===== config.mk =====
export PLATFORM = sky130hd
export DESIGN_NAME = buffer_column_read_ctrl
export DESIGN_NICKNAME = d
export VERILOG_FILES = /design/src/rtl/interp_buf_pkg.sv /design/src/rtl/buf_idx_counter.sv /design/src/rtl/buffer_column_read_ctrl.sv
export SDC_FILE = /design/constraint.sdc
export NUM_CORES = 1
export LEC_CHECK = 0
export BUFFER_PORTS_ARGS = -buffer_cell sky130_fd_sc_hd__buf_2
export CORE_ASPECT_RATIO = 0.9
export CORE_MARGIN = 10
export CORE_UTILIZATION = 46
export CTS_CLUSTER_DIAMETER = 120
export DETAILED_ROUTE_END_ITERATION = 7
export GPL_ROUTABILITY_DRIVEN = 0
export PLACE_DENSITY = 0.72
export SETUP_SLACK_MARGIN = 0.15
export SYNTH_ARGS = -nofsm -noshare
export SYNTH_HDL_FRONTEND = slang
export SYNTH_SLANG_ARGS = --single-unit

===== constraint.sdc =====
create_clock -name clk -period 1.4 [get_ports clk]
set_clock_uncertainty 0.05 [all_clocks]
set_input_delay 0.21 -clock clk [delete_from_list [all_inputs] [get_ports clk]]
set_output_delay 0.21 -clock clk [all_outputs]
set_load 0.02 [all_outputs]

===== src/rtl/interp_buf_pkg.sv =====
// Shared definitions for the transposed interpolation buffer controller:
// FSM state encoding, column-select code constants and default geometry.
package interp_buf_pkg;

  typedef enum logic [1:0] {
    ST_IDLE = 2'd0,
    ST_FILL = 2'd1,
    ST_READ = 2'd2,
    ST_DONE = 2'd3
  } buf_state_e;

  // Column-mux select code: 0 means "no column", 1..N address columns 1..N.
  localparam int               SEL_W    = 3;
  localparam logic [SEL_W-1:0] SEL_NONE = 3'b000;

  localparam int DEF_NUM_ROWS = 4;
  localparam int DEF_NUM_COLS = 4;

endpackage


===== src/rtl/buf_idx_counter.sv =====
// Wrap-at-limit index counter with enable, clear and load-one.
// Counts 0..LIMIT and wraps back to 0; clear dominates load-one, which
// dominates the increment.
module buf_idx_counter #(
  parameter int W     = 2,
  parameter int LIMIT = 3
) (
  input  logic         clk,
  input  logic         rst,
  input  logic         en,
  input  logic         clr,
  input  logic         load_one,
  output logic [W-1:0] count
);

  localparam logic [W-1:0] LIM = W'(LIMIT);

  // Index register: synchronous clear, load-one, or wrapping increment.
  // NOTE: sequential state is assigned with <= so every register samples
  // the pre-edge values of its inputs regardless of block ordering.
  always_ff @(posedge clk) begin
    if (rst || clr) begin
      count <= '0;
    end else if (load_one) begin
      count <= W'(1);
    end else if (en) begin
      count <= (count == LIM) ? '0 : count + W'(1);
    end
  end

endmodule


===== src/rtl/buffer_column_read_ctrl.sv =====
// Transposed interpolation buffer sequencer: counts NUM_ROWS row writes from
// the horizontal filter, then walks the column-select mux through columns
// 1..NUM_COLS toward the vertical filter.
// Optional feature macro: BUF_CTRL_STALL_CNT_EN adds the stall_cnt output,
// a saturating count of READ cycles in which the consumer was not ready.
module buffer_column_read_ctrl
  import interp_buf_pkg::*;
#(
  parameter int NUM_ROWS = DEF_NUM_ROWS,
  parameter int NUM_COLS = DEF_NUM_COLS,
  parameter int ROW_W    = 2
) (
  input  logic             clk,
  input  logic             rst,
  input  logic             start,
  input  logic             wr_en,
  output logic             wr_ready,
  output logic [ROW_W-1:0] row_idx,
  input  logic             rd_ready,
  output logic [SEL_W-1:0] select,
  output logic             col_valid,
  output logic             col_last,
  output logic             block_done,
`ifdef BUF_CTRL_STALL_CNT_EN
  output logic [15:0]      stall_cnt,
`endif
  output logic             busy
);

  buf_state_e       state;
  logic [SEL_W-1:0] col;
  logic             start_ok;
  logic             row_wr;
  logic             row_last;
  logic             xfer;

  // START is only honoured between blocks; elsewhere it is ignored.
  assign start_ok = start && (state == ST_IDLE || state == ST_DONE);
  assign row_wr   = wr_ready && wr_en;
  assign row_last = (row_idx == ROW_W'(NUM_ROWS - 1));
  assign xfer     = col_valid && rd_ready;
  assign col_last = col_valid && (col == SEL_W'(NUM_COLS));
  assign select   = col_valid ? col : SEL_NONE;

  buf_idx_counter #(.W(ROW_W), .LIMIT(NUM_ROWS - 1)) u_row_cnt (
    .clk      (clk),
    .rst      (rst),
    .en       (row_wr),
    .clr      (start_ok),
    .load_one (1'b0),
    .count    (row_idx)
  );

  // The last row write preloads column 1; the last transfer wraps to 0.
  buf_idx_counter #(.W(SEL_W), .LIMIT(NUM_COLS)) u_col_cnt (
    .clk      (clk),
    .rst      (rst),
    .en       (xfer),
    .clr      (start_ok),
    .load_one (row_wr && row_last),
    .count    (col)
  );

  // Block sequencer with registered status flags tracking the next state.
  // NOTE: reset is synchronous and active-high, so it lives inside the
  // clocked branch rather than in the sensitivity list.
  always_ff @(posedge clk) begin
    if (rst) begin
      state      <= ST_IDLE;
      wr_ready   <= 1'b0;
      col_valid  <= 1'b0;
      block_done <= 1'b0;
      busy       <= 1'b0;
    end else begin
      case (state)
        ST_IDLE: begin
          if (start) begin
            state    <= ST_FILL;
            wr_ready <= 1'b1;
            busy     <= 1'b1;
          end
        end
        ST_FILL: begin
          if (wr_en && row_last) begin
            state     <= ST_READ;
            wr_ready  <= 1'b0;
            col_valid <= 1'b1;
          end
        end
        ST_READ: begin
          if (xfer && col_last) begin
            state      <= ST_DONE;
            col_valid  <= 1'b0;
            block_done <= 1'b1;
          end
        end
        ST_DONE: begin
          block_done <= 1'b0;
          if (start) begin
            state    <= ST_FILL;
            wr_ready <= 1'b1;
          end else begin
            state <= ST_IDLE;
            busy  <= 1'b0;
          end
        end
        default: begin
          state      <= ST_IDLE;
          wr_ready   <= 1'b0;
          col_valid  <= 1'b0;
          block_done <= 1'b0;
          busy       <= 1'b0;
        end
      endcase
    end
  end

`ifdef BUF_CTRL_STALL_CNT_EN
  // Saturating count of READ cycles where the consumer held off.
  always_ff @(posedge clk) begin
    if (rst || start_ok) begin
      stall_cnt <= '0;
    end else if (col_valid && !rd_ready && stall_cnt != 16'hFFFF) begin
      stall_cnt <= stall_cnt + 16'd1;
    end
  end
`endif

endmodule


==> flow_summary.yaml <==
floorplanning:
  die_area_sq_um: 3404
  core_area_sq_um: 1415
  die_w_um: 60.40
  start_util_pct: 47.75
  die_y_um: 56.36
  rows: 13
  ioPinCount: 15
critical_path:
  crit_family: "compound AO/OA/AOI/OAI gates"
  critical_path.startpoint_type: "flop"
  critPathLaunch: "u_col_cnt.count[1]"
  cpMaxStageDelayCell: "dfxtp_2"
  crit_path_max_fanout: 3
  critPathMaxStageDelay_ns: 0.33
  crit_type: "flop to flop"
  path_cells: "inv_2, ha_4, nand4_4, a221oi_4, o21ai_1, a221oi_2"
  cp-end-kind: "flop"
  required_ns: 1.53
  path_buf_inv: 1
  reg2reg_from: "u_col_cnt.count[1]"
  arrival_ns: 1.58
synth:
  synth_ff_type: "dfxtp_1"
  netlist_area_sq_um: 675.6
  synth_enable_flop_cells: 0
  ys_seq_area_share_pct: 32.59
  netlist.area_leader.share_pct: 32.59
  ys_types: 26
  synth_most_common_cell: "dfxtp_1"
  synthArstFlopShare_pct: 0
  ys_warn_count: 0
  synth.area.top_cells: "dfxtp_1, ha_1, a21oi_1"
  synth_seq_cells: 11
  synth_common_cells: "dfxtp_1, ha_1, a21oi_1"
  synthesis.nets: 85
  yosysTopAreaCell: "dfxtp_1"
  syn_area_per_cell_sq_um: 9.516
  postSynthCellCount: 71
timing:
  rsz0062_at_grt: "true"
  post-route-period-util_pct: 103.9
  tightest_slew_ns: 0.2703
  fmax_mhz: 687.5
  worst_hold_slack_ns: 0.1642
  fin_crit_ns: 1.455
  setup_viol: 3
  fin_ws_ns: -0.05462
  maxSlewHeadroom_pct: 81.87
  slew_violations: 0
  hold_viol_final: 0
pwr:
  swShare_pct: 39.46
  leakagePower_uw: 0.0004840
  irDropWorstVdd_uv: 1452
  combPwrFrac_pct: 63.0
  p_per_area_nw_per_um2: 1714
  p_clk_share_pct: 11.4
  seqPwrFrac_pct: 25.6
  p_total_uw: 1902
  p_int_uw: 1151
  p_switching_uw: 750.4
grt:
  track_usage_pct: 10.75
  busiest_layer: "met2"
  grt_use_met3_pct: 3.146
  grt_overflow: 0
  grt_max_degree: 9
  grt_pass1_vias: 644
  grt_pass1_wl_um: 2918
  antenna_found_initial: 0
  grt_use_met2_pct: 18.38
  grtUsageMet1_pct: 11.69
routing:
  drc_errors: 0
  dr.first_iter.drc_count: 7
  routedWlPerCell_um: 14.77
  first_pass_iters: 4
  vias_per_cell: 5.238
  drtAntennaViolNets: 0
  via_count: 660
  drt-total-wl_um: 1861
clock_network:
  ctsHoldBuffers: 0
  h-tree-depth: 1
  cts_tree: "yes"
  clock_sinks: 11
  path_clk_slew_ns: 0.07
  clkLatencyLatePin_ns: 0.26
  clockRootBuffer: "clkbuf_4"
  cts_buffers: 3
  clockBufferDepth: 2
finish:
  num-fill-cells: 84
  drive_above_1_share_pct: 64.86
  num_antenna_cells: 0
  nNetsFinal: 126
  area_growth_pct: 64.26
run:
  maxCapViolCount: 0
min_path:
  min_path_type: "primary input to flop"
  min_from: "rst"
place:
  hpwl_um: 1260
  portBuffers: 14
outcome:
  status: "finished, violations left"
  violations: "setup timing"
==> layer usage <==
| metal | up-vias | wire length [um] |
|---|---|---|
| met4 | 0 | 13 |
| met2 | 11 | 995 |
| met3 | 2 | 104 |
| met1 | 313 | 747 |
| met5 | - | 0 |
| li1 | 334 | - |
==> power groups by stage <==
stage | Clock [uW] | Combinational, uW | Sequential (uW)
global route | 241 | 1280 | 498
floorplan | 0 | 495 | 527
CTS | 224 | 1060 | 481
global placement | 0 | 913 | 465
detailed placement | 0 | 947 | 466
finish | 217 | 1200 | 486
==> area by class of cell <==
cell class	count	area, sq um	area share [%]
clock buffers	4	26.28	2.368
well taps	15	18.77	1.691
repair buffers	36	279.0	25.14
inverters	6	32.53	2.931
flip-flops and latches	11	235.2	21.20
multi-input cells	54	518.0	46.67
==> sequential cells by signal, indices dropped and copies added, names as in the netlist <==
name,count
u_col_cnt.count,3
state,2
u_row_cnt.count,2
block_done,1
busy,1
col_valid,1
wr_ready,1
==> cells by family after synthesis <==
group                    synth area share, %
XOR/XNOR                               2.593
AND/OR/NAND/NOR                        20.56
flip-flops                             32.59
AO/OA/AOI/OAI                          22.78
multiplexers                           1.482
buffers and inverters                  3.333
adder cells (fa/ha/maj)                16.67
==> final timing paths <==
path | slack [ns] | depth (start not counted) | end
setup / recovery | -0.05 | 6 | state[0]
hold / removal | 0.16 | 2 | state[0]
setup reg to reg | -0.05 | 6 | state[0]
hold reg to reg | 0.43 | 2 | u_row_cnt.count[1]
==> layout by cell type, fill, tap and decap left out, drive strengths merged <==
cell	count
a211oi	3
a21bo	1
a21boi	1
a21o	1
a21oi	8
a221oi	2
and2	3
and3	1
buf	36
clkbuf	4
dfxtp	11
ha	9
inv	6
mux2i	1
nand2	5
nand2b	1
nand3	4
nand4	1
nor2	4
nor3b	1
o21a	1
o21ai	2
o31ai	1
or3	1
or3b	1
xor2	2
==> metrics by stage <==
stage	instance area [sq um]	TNS, ns	util (%)	instances	setup WS, ns
final	1110	-0.1539	78.43	126	-0.05462
after global routing	1110	-0.4203	78.43	126	-0.1294
after CTS	1074	-0.06629	75.86	123	-0.03218
after detailed placement	934.6	-0.05786	66.05	116	-0.03396
after global placement	934.6	0	66.05	116	0.01205
after floorplan	725.7	0	-	71	0.02030
==> timing repair <==
| item | 4_1_cts | 5_1_grt |
|---|---|---|
| cloned | 0 | 0 |
| buffers inserted | 3 | 3 |
| endpoints found under the setup margin | 14 | 15 |
| resized for setup | 27 | 4 |
| pin swaps | 5 | 6 |
No activity file was read; power rests on OpenSTA's default activity.
